==> src/rtl/cerradura_secuencial_pkg.sv <==
// Shared constants for the sequential code lock: digit width, state encoding
// and a small helper used to size the shared down-counter.
package cerradura_secuencial_pkg;

    localparam int DIGIT_W = 2;

    typedef enum logic [1:0] {
        ST_ENTRY   = 2'd0,
        ST_OPEN    = 2'd1,
        ST_LOCKOUT = 2'd2
    } state_t;

    function automatic int max3(input int a, input int b, input int c);
        int m;
        m = (a > b) ? a : b;
        return (m > c) ? m : c;
    endfunction

endpackage

==> src/rtl/cerradura_secuencial_comparador.sv <==
// 2-bit equality comparator; checks the entered digit against the expected one.
module comparador
    import cerradura_secuencial_pkg::*;
(
    input  logic [DIGIT_W-1:0] a,
    input  logic [DIGIT_W-1:0] b,
    output logic               aeqb
);

    assign aeqb = (a == b);

endmodule

==> src/rtl/cerradura_secuencial.sv <==
// Sequential code lock: N_DIGITS digits checked against CODE, with unlock window,
// failure counting and lockout. Define CERRADURA_TIMEOUT_EN for the inter-digit timeout.
//
//  state      | meaning
//  ST_ENTRY   | collecting digits of an attempt
//  ST_OPEN    | correct code entered, unlocked for UNLOCK_CYCLES
//  ST_LOCKOUT | MAX_FAILS consecutive failures, inputs ignored for LOCKOUT_CYCLES
module cerradura_secuencial
    import cerradura_secuencial_pkg::*;
#(
    parameter int                    N_DIGITS       = 4,
    parameter logic [2*N_DIGITS-1:0] CODE           = 8'b11100100,
    parameter int                    UNLOCK_CYCLES  = 50_000_000,
    parameter int                    MAX_FAILS      = 3,
    parameter int                    LOCKOUT_CYCLES = 250_000_000,
    parameter int                    TIMEOUT_CYCLES = 500_000_000
) (
    input  logic                             clk,
    input  logic                             rst_n,
    input  logic [1:0]                       digit,
    input  logic                             digit_valid,
    input  logic                             clear,
    output logic                             unlocked,
    output logic                             error,
    output logic                             locked_out,
    output logic [$clog2(N_DIGITS+1)-1:0]    digit_count,
    output logic [$clog2(MAX_FAILS+1)-1:0]   fail_count
);

    localparam int IW = $clog2(N_DIGITS + 1);
    localparam int FW = $clog2(MAX_FAILS + 1);
`ifdef CERRADURA_TIMEOUT_EN
    localparam int TMAX = max3(UNLOCK_CYCLES, LOCKOUT_CYCLES, TIMEOUT_CYCLES);
`else
    localparam int TMAX = max3(UNLOCK_CYCLES, LOCKOUT_CYCLES, 1);
`endif
    localparam int TW = $clog2(TMAX + 1);

    state_t              state;
    logic [IW-1:0]       idx;
    logic                mismatch;
    logic [TW-1:0]       tmr;
    logic [DIGIT_W-1:0]  code_digits [2**IW];
    logic                aeqb;
    logic                accept, last_digit, finish, bad, timeout, fail;
    logic [FW-1:0]       fail_next;

    // Table padded to a power of two so idx indexes it at its natural width.
    for (genvar k = 0; k < 2**IW; k++) begin : g_code
        if (k < N_DIGITS) begin : g_used
            assign code_digits[k] = CODE[DIGIT_W*k +: DIGIT_W];
        end else begin : g_pad
            assign code_digits[k] = '0;
        end
    end

    comparador u_comparador (
        .a    (digit),
        .b    (code_digits[idx]),
        .aeqb (aeqb)
    );

    assign accept     = (state == ST_ENTRY) && digit_valid && !clear;
    assign last_digit = (idx == IW'(N_DIGITS - 1));
    assign finish     = accept && last_digit;
    assign bad        = mismatch | ~aeqb;
`ifdef CERRADURA_TIMEOUT_EN
    assign timeout    = (state == ST_ENTRY) && !clear && !digit_valid
                        && (idx != '0) && (tmr == '0);
`else
    assign timeout    = 1'b0;
`endif
    assign fail       = (finish && bad) || timeout;
    assign fail_next  = (fail_count == FW'(MAX_FAILS)) ? fail_count : fail_count + 1'b1;
    assign digit_count = idx;

    always_ff @(posedge clk or negedge rst_n) begin
        if (!rst_n) begin
            state      <= ST_ENTRY;
            idx        <= '0;
            mismatch   <= 1'b0;
            tmr        <= '0;
            fail_count <= '0;
            unlocked   <= 1'b0;
            error      <= 1'b0;
            locked_out <= 1'b0;
        end else begin
            error <= 1'b0;
            case (state)
                ST_ENTRY: begin
                    if (clear) begin
                        idx      <= '0;
                        mismatch <= 1'b0;
                    end else if (fail) begin
                        idx        <= '0;
                        mismatch   <= 1'b0;
                        error      <= 1'b1;
                        fail_count <= fail_next;
                        if (fail_next == FW'(MAX_FAILS)) begin
                            state      <= ST_LOCKOUT;
                            locked_out <= 1'b1;
                            tmr        <= TW'(LOCKOUT_CYCLES - 1);
                        end
                    end else if (finish) begin
                        idx        <= '0;
                        mismatch   <= 1'b0;
                        fail_count <= '0;
                        state      <= ST_OPEN;
                        unlocked   <= 1'b1;
                        tmr        <= TW'(UNLOCK_CYCLES - 1);
                    end else if (accept) begin
                        idx      <= idx + 1'b1;
                        mismatch <= bad;
`ifdef CERRADURA_TIMEOUT_EN
                        tmr      <= TW'(TIMEOUT_CYCLES - 1);
                    end else if (idx != '0) begin
                        tmr      <= tmr - 1'b1;
`endif
                    end
                end
                ST_OPEN: begin
                    if (clear || tmr == '0) begin
                        state    <= ST_ENTRY;
                        unlocked <= 1'b0;
                    end else begin
                        tmr <= tmr - 1'b1;
                    end
                end
                ST_LOCKOUT: begin
                    if (tmr == '0) begin
                        state      <= ST_ENTRY;
                        locked_out <= 1'b0;
                        fail_count <= '0;
                    end else begin
                        tmr <= tmr - 1'b1;
                    end
                end
                default: begin
                    state      <= ST_ENTRY;
                    unlocked   <= 1'b0;
                    locked_out <= 1'b0;
                end
            endcase
        end
    end

endmodule

==> config.mk <==
export PLATFORM = sky130hd
export DESIGN_NAME = cerradura_secuencial
export DESIGN_NICKNAME = d
export VERILOG_FILES = /design/src/rtl/cerradura_secuencial_pkg.sv /design/src/rtl/cerradura_secuencial_comparador.sv /design/src/rtl/cerradura_secuencial.sv
export SDC_FILE = /design/constraint.sdc
export NUM_CORES = 1
export LEC_CHECK = 0
export CORE_AREA = 2 2 60 76
export CTS_CLUSTER_SIZE = 40
export DETAILED_ROUTE_END_ITERATION = 16
export DIE_AREA = 0 0 62 78
export DONT_BUFFER_PORTS = 1
export PLACE_DENSITY = 0.77
export SLEW_MARGIN = 20
export SYNTH_ARGS = -nofsm -noshare
export SYNTH_HDL_FRONTEND = slang
export SYNTH_SLANG_ARGS = --single-unit
==> constraint.sdc <==
create_clock -name clk -period 3.6 [get_ports clk]
set_input_delay 0.54 -clock clk [delete_from_list [all_inputs] [get_ports clk]]
set_output_delay 0.54 -clock clk [all_outputs]
set_load 0.05 [all_outputs]
# After elaboration in Yosys (flattened, before gate mapping)
# Memories as Yosys holds them, arrays and structs flattened.
# Cells that the tools add are included.
[op_classes]
addsub = 3
n_mul = 0
div = 0
n_lt_le_gt_ge = 1
n_eq_ne = 17
shifts = 0
n_mux = 42
bitwise = 5
n_reduce_logical = 17
[ops]
columns = ["cell", "count"]
rows = [
  ["two-way mux 28 bit", 6],
  ["case mux 28 bit (3 select lines)", 1],
  ["logical NOT 28 bit", 1],
  ["subtractor 28 x 1 -> 28 bit (second input constant)", 1],
  ["two-way mux 2 bit", 12],
  ["inequality test 2 bit (second input constant)", 8],
  ["two-way mux 1 bit", 15],
  ["AND reduction 5 bit", 3],
  ["two-way mux 3 bit", 4],
  ["== test 2 bit (second input constant)", 3],
  ["case mux 1 bit (3 select lines)", 2],
  ["case mux 2 bit (3 select lines)", 1],
  ["AND reduction 6 bit", 1],
  ["greater-or-equal comparator 4 bit (second input constant)", 1],
  ["logical AND 1 bit", 4],
  ["NOT 3 -> 4 bit", 1],
  ["case mux 2 bit (2 select lines)", 1],
  ["AND reduction 4 bit", 1],
  ["nonzero test 4 bit", 1],
  ["adder 3 x 1 -> 3 bit (second input constant)", 1],
  ["== test 3 x 2 -> 1 bit (second input constant)", 1],
  ["inequality test 3 x 2 -> 1 bit (second input constant)", 1],
  ["inequality test 3 bit (second input constant)", 1],
  ["NOT 1 bit", 3],
  ["other kinds (11)", 11],
]
[totals]
reg_bits = 39
latch_bits = 0
ram_bits = 0
rom_bits = 16
input_bits = 6
n_memories = 1
[memory_table]
columns = ["name", "words", "word_bits", "rd", "rd_ports_with_merged_regs", "wr", "line", "rtl"]
rows = [
  ["(name not given)", 8, 2, 1, 0, 0, "cerradura_secuencial.sv:59", ".b (code_digits[idx]),"],
]

# Depth between registers and ports, before layout
[depth]
word_depth = 11
depth_mapped = 9
mapped_depth_nobuf = 8

# Hierarchy
# From an unflattened synthesis, not the netlist that was laid out.
[unflattened]
cells_unflattened = 274
area_unflattened_um2 = 2361.0
[by_module_without_submodules]
columns = ["mod", "instances", "cells_each", "area_per_inst_um2"]
rows = [
  ["cerradura_secuencial", 1, 271, 2339.7],
  ["comparador", 1, 3, 21.3],
]

# Worst setup path after synthesis
# Ideal clock, no wire load.
[synth_timing]
kind = "register -> register"
from = "register tmr[0]"
to = "register tmr[24]"
setup_ns = 0.069
arrival_ns = 2.559
t_required_ns = 3.531
setup_slack_ns = 0.972
path_stages_with_launch = 10
n_path_buf = 1
period_less_slack_ns = 2.628
path_cell_list = "dfrtp_1 inv_1 ha_1 or3b_2 clkbuf_1 nor4_4 nand3_2 or4_1 or4b_1 nand3_1"
[synth_via]
elab_chain_cells = 4
[synth_lines]
columns = ["element", "line", "rtl"]
rows = [
  ["start: declaration", "cerradura_secuencial.sv:42", "logic [TW-1:0] tmr;"],
  ["start signal: assignment", "cerradura_secuencial.sv:102", "tmr <= TW'(LOCKOUT_CYCLES - 1);"],
  ["start signal: assignment", "cerradura_secuencial.sv:110", "tmr <= TW'(UNLOCK_CYCLES - 1);"],
  ["start signal: assignment", "cerradura_secuencial.sv:126", "tmr <= tmr - 1'b1;"],
  ["branches (longest 4 deep; another with subtractor 28 x 1 -> 28 bit)", "n/a", ""],
]
# Parallel ways; which one is timed is not known. The select of a mux whose other input is x is not followed.
# A chain may end at the register's enable or synchronous reset.

# Worst setup path after layout
# Ends and elaborated chain as after synthesis.

==> summary.md <==
| Metric | Value |
|---|---|
| Post-DP HPWL | 3850 µm |
| Worst r2r src | tmr[0]$_DFFE_PN0P_ |
| CP endpoint kind | flop |
| Post-DR vias/cell | 6.41 |
| R2R cell count | 8 |
| RR Endpoint | tmr[24]$_DFFE_PN0P_ |
| Drt total wl | 5590 µm |
| Initial antenna violation count | 0 |
| Predominant post-synthesis flop cell | dfrtp_1 |
| Synthesized cell area | 0.00247 mm² |
| Vias in the first global route | 2,103 |
| Crit share post-route | 78.8% |
| HP Class | input pin to async pin |
| Critical Path RT | 3.83 ns |
| Power per cell area | 807 mW/mm² |
| CTS sink count | 39 |
| Syn Area/Cell | 8.52 µm² |
| Final hold slack | 0.0807 ns |
| GRT overflow | 0 |
| Syn Inst Count | 290 |
| Clock Latency Late Sink | 0.29 ns |
| Setup TNS | 0 ns |
| Total GRT Usage | 25.4% |
| Sequential area share after synthesis | 39.5% |
| Clk buf depth | 2 |
| Reg clk slew, reported paths | 0.08 ns |
| LEAKAGE | 0.00107 µW |
| # rows | 26 |
| Diode count | 0 |
| DRT antenna net count | 0 |
| H-tree depth | 2 |
| Clock skew | 0.00450 ns |
| Proportion of layout cells with a drive suffix above 1 | 8.22% |
| Ys Warns | 0 |
| RSZ-0062 raised after global routing | false |
| Area post-placement | 0.00253 mm² |
| Port bufs | 0 |
| CP arrival | 3.06 ns |
| Design area | 0.00264 mm² |
| Final hold vios | 0 |
| R2r setup slk | 0.76 ns |
| Synth top area share | 39.5% |
| CTS buffer count | 5 |
| Status | finished, final reports clean |
| Max-Cap Viols | 0 |
| DR DRC count | 0 |
| Initial core utilization | 60.8% |
| Synth Net Count | 303 |
| Area contributors post-synth | dfrtp_1 (39%), nor2_1 (5.6%), nor3_1 (4.1%) |
| CP Max Fanout | 6 |
| Peak supply drop | 0.319 mV |
| Worst Setup Start Kind | flop |
| Core Area | 0.00407 mm² |
| Die area | 0.00484 mm² |
| Synthesis-to-finish area growth | 6.73% |
| I/O pins | 14 |
| Nets@finish | 304 |
| Synth cell types | 57 |
| Die Span Y | 78 µm |
| RePlAce Congestion | 0.886 |
| Maximum number of pins on one net before global-route repair | 56 |
| Final core area utilization | 64.9% |
| DR vias | 2,232 |
| Slew headroom | 35.1% |
| Dpl cells | 339 |
| Tmin final | 2.84 ns |
| Final setup viols | 0 |
| CTS tree | built |
| DR pass1 iterations | 4 |
| Slew Viols, Final | 0 |
| Final non-filler cell total | 348 |
| Starting DRT DRC Count | 150 |
| WS Path Type | flop to flop |
| #FFs+latches synth | 39 |
| Asr flop ratio synth | 100% |
| CTS root buf | clkbuf_8 |
| Worst slew pin tran | 0.964 ns |
| F_max | 0.353 GHz |
| Area leader, netlist | dfrtp_1 |
| WL/cell | 16.1 µm |
| Number of flops mapped to enable cells by yosys | 0 |
| Global-route wire length before repair | 9390 µm |
| Die W | 62 µm |
metrics by stage:
step | power [µW] | setup WS (ns)
global route | 2310 | 0.550
floorplan | 1590 | 0.972
detailed placement | 1830 | 0.770
global placement | 1780 | 0.819
CTS | 2130 | 0.749
finish | 2130 | 0.764
registers in the layout (all words and copies together), names as in the netlist:
signal       flops
locked_out       1
digit_count      3
unlocked         1
error            1
fail_count       2
tmr             28
mismatch         1
state            2
Yosys cell counts (4+ instances only):
master and number:
nor3_1 20, a31oi_1 4, nor4_1 7, ha_1 7
a21oi_1 16, dfrtp_1 39, nor3b_1 8, inv_1 11
nand2b_1 5, nand2_1 25, o21ai_0 6, clkbuf_1 11
nor2_1 37, or4_1 6, or3_1 6, nand3_1 15
timing repair:
action	in CTS	in global routing
buffers inserted	0	0
gates resized for setup	0	0
endpoints found under the hold margin	39	0
hold buffers	1	0
power by group:
group          switching (µW)  total (µW)  internal, µW
sequential                255         873           618
combinational             580         967           387
clock                     155         290           135
total                     989        2130          1140
kinds of logic after synthesis:
logic type,share of synthesized area [%]
muxes,0.810
adders and majority gates,3.54
and+or+nand+nor,35.6
DFF,39.5
AOI/OAI and AO/OA,16.5
buffers and inverters,3.70
xor gates and xnor gates,0.354
area by class of cell:
type / instances / area [µm²]
Sequential cell: 39 / 976
Fill cell: 347 / 1430
Clock inverter: 2 / 12.5
Inverter: 12 / 45.0
Tap cell: 56 / 70.1
Timing Repair Buffer: 6 / 57.6
Clock buffer: 6 / 72.6
Multi-Input combinational cell: 227 / 1400
routing by layer:
metal	up-vias	part of all wire (%)	wire [µm]	GRT usage [%]
li1	1080	-	-	-
met1	1081	43	2420	30.6
met2	63	51	2840	42.8
met3	8	4.3	240	5.50
met4	0	1.7	97	9.15
met5	-	0	0	0
worst max-delay path by stage:
stage,start,to,slack (ns),depth (start not counted)
floorplan,tmr[0]$_DFFE_PN0P_,tmr[24]$_DFFE_PN0P_,0.97,9
global placement,tmr[0]$_DFFE_PN0P_,tmr[24]$_DFFE_PN0P_,0.82,8
detailed placement,tmr[0]$_DFFE_PN0P_,tmr[24]$_DFFE_PN0P_,0.77,8
CTS,tmr[0]$_DFFE_PN0P_,tmr[24]$_DFFE_PN0P_,0.75,8
global route,tmr[0]$_DFFE_PN0P_,tmr[24]$_DFFE_PN0P_,0.55,8
finish,tmr[0]$_DFFE_PN0P_,tmr[24]$_DFFE_PN0P_,0.76,8
layout by cell type (no fill, tap or decap), types with 7 or more instances in the layout:
cell type	count
a21oi_1	16
dfrtp_1	39
ha_1	7
inv_1	11
nand2_1	25
nand3_1	15
nor2_1	37
nor3_1	20
nor3b_1	8
nor4_1	7
worst max-delay path, stage by stage (launching register included):
cell and delay [ns]:
dfrtp_1 0.40, inv_1 0.10, ha_1 0.20, or3b_2 0.56, nor4_4 0.33, nand3_2 0.14, or4_1 0.43, or4b_1 0.49
nand3_1 0.12
Note: power is estimated with default switching activity, not from simulation.
